===== src/rtl/cond_status_unit.sv =====
// NZCV status register with masked writes, a LIFO shadow stack for exception
// save/restore, and LANES registered ARM condition-code evaluators.

module cond_lane #(
  parameter int NV_NEVER = 0
) (
  input  logic       clk,
  input  logic       rst,
  input  logic       stall,
  input  logic       flush,
  input  logic       vld,
  input  logic [3:0] cond,
  input  logic [3:0] flags,
  output logic       pass,
  output logic       pass_valid
);
  logic n, z, c, v, eval;

  assign {n, z, c, v} = flags;

  always_comb begin
    eval = 1'b0;
    case (cond)
      4'h0: eval = z;
      4'h1: eval = !z;
      4'h2: eval = c;
      4'h3: eval = !c;
      4'h4: eval = n;
      4'h5: eval = !n;
      4'h6: eval = v;
      4'h7: eval = !v;
      4'h8: eval = c & !z;
      4'h9: eval = !c | z;
      4'hA: eval = (n == v);
      4'hB: eval = (n != v);
      4'hC: eval = !z & (n == v);
      4'hD: eval = z | (n != v);
      4'hE: eval = 1'b1;
      default: eval = (NV_NEVER == 0);
    endcase
  end

  // flush beats stall; both leave the flag path untouched
  always_ff @(posedge clk) begin
    if (rst || flush) begin
      pass       <= 1'b0;
      pass_valid <= 1'b0;
    end else if (!stall) begin
      pass       <= eval & vld;
      pass_valid <= vld;
    end
  end
endmodule

module cond_status_unit #(
  parameter int LANES    = 2,
  parameter int DEPTH    = 4,
  parameter int FWD_EN   = 1,
  parameter int NV_NEVER = 0
) (
  input  logic                         clk,
  input  logic                         rst,
  input  logic                         flag_we,
  input  logic [3:0]                   flag_in,
  input  logic [3:0]                   flag_mask,
  input  logic                         save_req,
  input  logic                         restore_req,
  input  logic [4*LANES-1:0]           cond_in,
  input  logic [LANES-1:0]             cond_valid,
  input  logic                         stall,
  input  logic                         flush,
  input  logic                         err_clr,
  output logic [LANES-1:0]             cond_pass,
  output logic [LANES-1:0]             pass_valid,
  output logic [3:0]                   nzcv_out,
  output logic [$clog2(DEPTH+1)-1:0]   depth,
  output logic                         ovf_err,
  output logic                         unf_err
);
  localparam int DW = $clog2(DEPTH+1);

  logic [3:0]            nzcv, masked, eff, top;
  logic [DEPTH-1:0][3:0] stk;
  logic                  empty, full, pop_ok, swap, push, ovf_ev, unf_ev;
  logic [DW-1:0]         top_idx, wr_idx;

  assign masked  = (nzcv & ~flag_mask) | (flag_in & flag_mask);
  assign empty   = (depth == '0);
  assign full    = (depth == DW'(DEPTH));
  assign top_idx = depth - 1'b1;
  assign pop_ok  = restore_req && !empty;
  assign swap    = save_req && pop_ok;
  // save+restore on an empty stack degrades to a plain push
  assign push    = save_req && !pop_ok && !full;
  assign ovf_ev  = save_req && !pop_ok && full;
  assign unf_ev  = restore_req && empty;
  assign wr_idx  = swap ? top_idx : depth;
  assign eff     = ((FWD_EN != 0) && flag_we && !pop_ok) ? masked : nzcv;

  always_comb begin
    top = '0;
    for (int i = 0; i < DEPTH; i++)
      if (DW'(i) == top_idx) top = stk[i];
  end

  always_ff @(posedge clk) begin
    for (int i = 0; i < DEPTH; i++)
      if ((push || swap) && DW'(i) == wr_idx) stk[i] <= nzcv;
  end

  always_ff @(posedge clk) begin
    if (rst) begin
      nzcv    <= '0;
      depth   <= '0;
      ovf_err <= 1'b0;
      unf_err <= 1'b0;
    end else begin
      if (pop_ok)       nzcv <= top;
      else if (flag_we) nzcv <= masked;
      if (push)                     depth <= depth + 1'b1;
      else if (pop_ok && !save_req) depth <= depth - 1'b1;
      ovf_err <= (ovf_err && !err_clr) || ovf_ev;
      unf_err <= (unf_err && !err_clr) || unf_ev;
    end
  end

  assign nzcv_out = nzcv;

  for (genvar l = 0; l < LANES; l++) begin : g_lane
    cond_lane #(.NV_NEVER(NV_NEVER)) u_lane (
      .clk        (clk),
      .rst        (rst),
      .stall      (stall),
      .flush      (flush),
      .vld        (cond_valid[l]),
      .cond       (cond_in[4*l +: 4]),
      .flags      (eff),
      .pass       (cond_pass[l]),
      .pass_valid (pass_valid[l])
    );
  end
endmodule


===== config.mk =====
export PLATFORM = sky130hd
export DESIGN_NAME = cond_status_unit
export DESIGN_NICKNAME = d
export VERILOG_FILES = /design/src/rtl/cond_status_unit.sv
export SDC_FILE = /design/constraint.sdc
export NUM_CORES = 1
export LEC_CHECK = 0
export CAP_MARGIN = 5
export CORE_ASPECT_RATIO = 1.4
export CORE_MARGIN = 4
export CORE_UTILIZATION = 35
export DETAILED_ROUTE_END_ITERATION = 10
export PLACE_DENSITY_LB_ADDON = 0.2
export SETUP_SLACK_MARGIN = 0.5
export SYNTH_ARGS = -nofsm -noshare
export SYNTH_HDL_FRONTEND = slang
export SYNTH_SLANG_ARGS = --single-unit

===== constraint.sdc =====
create_clock -name clk -period 2.9 [get_ports clk]
set_clock_uncertainty 0.2 [all_clocks]
set_input_delay 0.29 -clock clk [delete_from_list [all_inputs] [get_ports clk]]
set_output_delay 0.29 -clock clk [all_outputs]
set_load 0.05 [all_outputs]

==> summary.txt, run 1 <==
Die
  – Initial Util: 0.368
  – Full die area: 6870 µm²
  – Core area: 5310 µm²
  – Die Y-Extent: 96.5 µm
  – IO Count: 39
  – Die X: 71.2 µm
  – Cell row count: 31

Critical path
  – Endpoint class of the critical path: register
  – Bufs and invs on worst path: 1
  – Critical Path, Cell by Cell: inv_6, ha_4, and2b_2, o21ai_4, mux2_4, o311ai_4, a211oi_2, a311oi_4, o21ai_1
  – Worst Path Max Fanout: 4
  – Reg2reg start: depth[0]
  – Worst EP arrival: 2470 ps
  – Worst path top cell family by delay: compound AO/OA/AOI/OAI gates
  – Worst reg2reg path depth: 9
  – Startpoint types: register
  – Worst reg2reg setup slack: 400 ps
  – CP required: 2870 ps
  – Critical R2R Capture: g_lane[0].u_lane.pass
  – Crit path largest cell delay: 370 ps
  – Slowest cell on crit path: dfxtp_4
  – Cell depth of the worst setup path: 9
  – Crit path kind: register to register

Timing
  – Tmin final: 2500 ps
  – Unrepaired setup endpoints after global routing: yes
  – Period utilization: 0.861
  – Max-slew violation count: 0
  – Worst slew pin tran: 520 ps
  – Relative slew margins: 0.650
  – # setup viols final: 0
  – Max Clk Rate: 400 MHz
  – Fin Hold WS: 280 ps
  – Final hold vios: 0

Global routing
  – Met3 Track Usage GR: 0.0311
  – Met2 GRT Util: 0.291
  – Initial antenna violation count: 0
  – Vias in the first global route: 1881
  – First-pass GRT wire length: 8470 µm
  – GR peak layer: met2
  – Grt met1 use: 0.169
  – GR Util All Layers: 0.156
  – Largest net degree at the start of global routing: 13
  – Total gr overflow: 0

Clocking
  – Cts bufs inserted: 5
  – Post-cts hold buffer count: 0
  – H-tree depth: 2
  – Clock buffer depth: 2
  – Clk root buf: clkbuf_8
  – CTS tree: done
  – Clock Pin Slew Worst Setup and Hold Paths: 60 ps
  – Clock Sinks: 29
  – Clk_lat worst skew: 290 ps

Finish
  – Most frequent cells in the layout: clkdlybuf4s50_1, nor2_1, buf_4
  – Layout area overhead: 43.3%
  – Commonest non-fill, non-tap cell in the layout: clkdlybuf4s50_1
  – Layout cells sized above 1: 0.245
  – Final net count: 309
  – Multi-input gate area: 1290 µm²
  – Final Util: 0.528
  – Filler cell count: 498
  – Ant diodes: 0
  – Reg area: 751 µm²
  – Post-Layout Inst Area: 2800 µm²

Logic synthesis
  – Synth Warn #: 0
  – Sequential cell area fraction in the yosys report: 0.379
  – Netlist cell types: 56
  – Yosys reg bits: 29
  – Synth Net Count: 255
  – EDFF count, synth: 16
  – Ys flop type: edfxtp_1
  – Post-Synthesis Cells: 223
  – Synth Cell Area: 1960 µm²
  – Post-synthesis async set-or-reset flop share: 0
  – Mean Syn Cell Area: 8.78 µm²

Place
  – DP Wirelength: 3750 µm
  – Gpl congestion: 0.925
  – Port buffer count: 38
  – Cell Area, Placed: 2450 µm²

Route
  – Vias/cell: 5.51
  – DR WL/cell: 15.2 µm
  – Vias: 1894
  – DR iter-0 viols: 67
  – First drt pass iteration count: 4
  – Post-Route WL: 5220 µm
  – Post-route ant nets: 0
  – DRC: 0

Pwr
  – LEAKAGE: 0.00102 µW
  – PD cells: 805 nW/µm²
  – Worst vdd ir: 356 µV

Hold path
  – Hold Crit Start: g_lane[0].u_lane.pass
  – Worst Hold End: g_lane[0].u_lane.pass
  – Hold depth: 2
  – Hold Crit Class: register to register

Job
  – Max Cap Viol: 0

Status
  – Status: finished clean
==> metal layers <==
layer | part of all wire | vias to the layer above
li1 | - | 935
met1 | 0.42 | 894
met2 | 0.51 | 55
met3 | 0.045 | 10
met4 | 0.029 | 0
met5 | 0 | -
==> kinds of logic (layout without fill, tap and decap cells) <==
kind of cell | Yosys count | in the layout | synth area share
AO/OA/AOI/OAI | 73 | 73 | 0.263
XOR/XNOR | 5 | 5 | 0.0224
adder cells (fa/ha/maj) | 6 | 6 | 0.0384
buffers and inverters | 23 | 78 | 0.0601
flip-flops | 29 | 29 | 0.379
multiplexers | 5 | 5 | 0.0332
AND/OR/NAND/NOR | 82 | 82 | 0.204
==> registers in the layout, indices dropped and copies added, names as in the netlist <==
name	flops
depth	3
g_lane.u_lane.pass	2
g_lane.u_lane.pass_valid	2
nzcv_out	4
ovf_err	1
stk	16
unf_err	1
==> area by class of cell <==
cell class              instances  share of cell area
multi-input cells             171               0.461
clock buffers                   5              0.0245
clock inverters                 3             0.00625
well taps                      66              0.0295
repair buffers                 60               0.195
flip-flops and latches         29               0.268
inverters                      10              0.0161
==> stage by stage <==
stage	std cells	TNS, ps	worst slack (ps)	total power, µW
3_5_place_dp	322	-146	-146	1690
3_3_place_gp	322	-109	-109	1680
2_1_floorplan	223	0	507	1410
6_report	344	0	403	2260
4_1_cts	340	0	400	2160
5_1_grt	344	0	322	2410
==> Yosys cell counts, types with 2 or more instances <==
library cell	count	area share
nor2_1	33	0.063
nand2_1	17	0.033
edfxtp_1	16	0.25
o21ai_0	14	0.036
dfxtp_1	13	0.13
a21oi_1	12	0.031
inv_1	10	0.019
a22oi_1	9	0.035
ha_1	6	0.038
nor3_1	6	0.015
a21boi_0	5	0.019
clkbuf_1	5	0.0096
nor2b_1	5	0.016
a211oi_1	4	0.015
and3_1	4	0.013
buf_4	4	0.015
nand3_1	4	0.010
xnor2_1	4	0.018
nor4b_1	3	0.013
o211ai_1	3	0.012
a21boi_1	2	0.0077
a311oi_1	2	0.0090
a31o_2	2	0.0090
a31oi_1	2	0.0064
a32oi_1	2	0.0090
buf_6	2	0.012
mux2_2	2	0.012
mux2i_1	2	0.010
nor4_1	2	0.0064
o22ai_1	2	0.0064
==> worst min-delay path: stages (launching register included) <==
cell	delay, ps
dfxtp_1	310
nand3_1	70
o21ai_1	50
==> where the power goes <==
| group | internal (µW) | leakage (µW) | switching (µW) |
|---|---|---|---|
| logic | 572 | 0.000720 | 750 |
| clock network | 165 | 0.0000439 | 162 |
| registers | 547 | 0.000259 | 62.2 |
==> how the worst max path moves through the flow <==
stage | to | startpoint | slack, ps
after detailed placement | g_lane[0].u_lane.pass | flag_we | -150
after CTS | g_lane[0].u_lane.pass | depth[0] | 400
after global routing | g_lane[0].u_lane.pass | depth[0] | 320
after global placement | g_lane[0].u_lane.pass | flag_we | -110
final | g_lane[0].u_lane.pass | depth[0] | 400
after floorplan | g_lane[0].u_lane.pass | depth[0] | 510
==> what timing repair did <==
| item | in CTS | in global routing |
|---|---|---|
| endpoints found under the setup margin | 2 | 18 |
| pin swaps | 10 | 10 |
| gates cloned | 0 | 0 |
| buffers inserted | 10 | 4 |
| resized for setup | 17 | 20 |
Note: power is estimated with default switching activity, not from simulation.
==> run 2, diff against run 1 <==
- CAP_MARGIN: 5 -> not set
- SKIP_LAST_GASP: not set -> 1
==> results of run 2 <==
Final layout, timing and power as in run 1 (identical DEF).
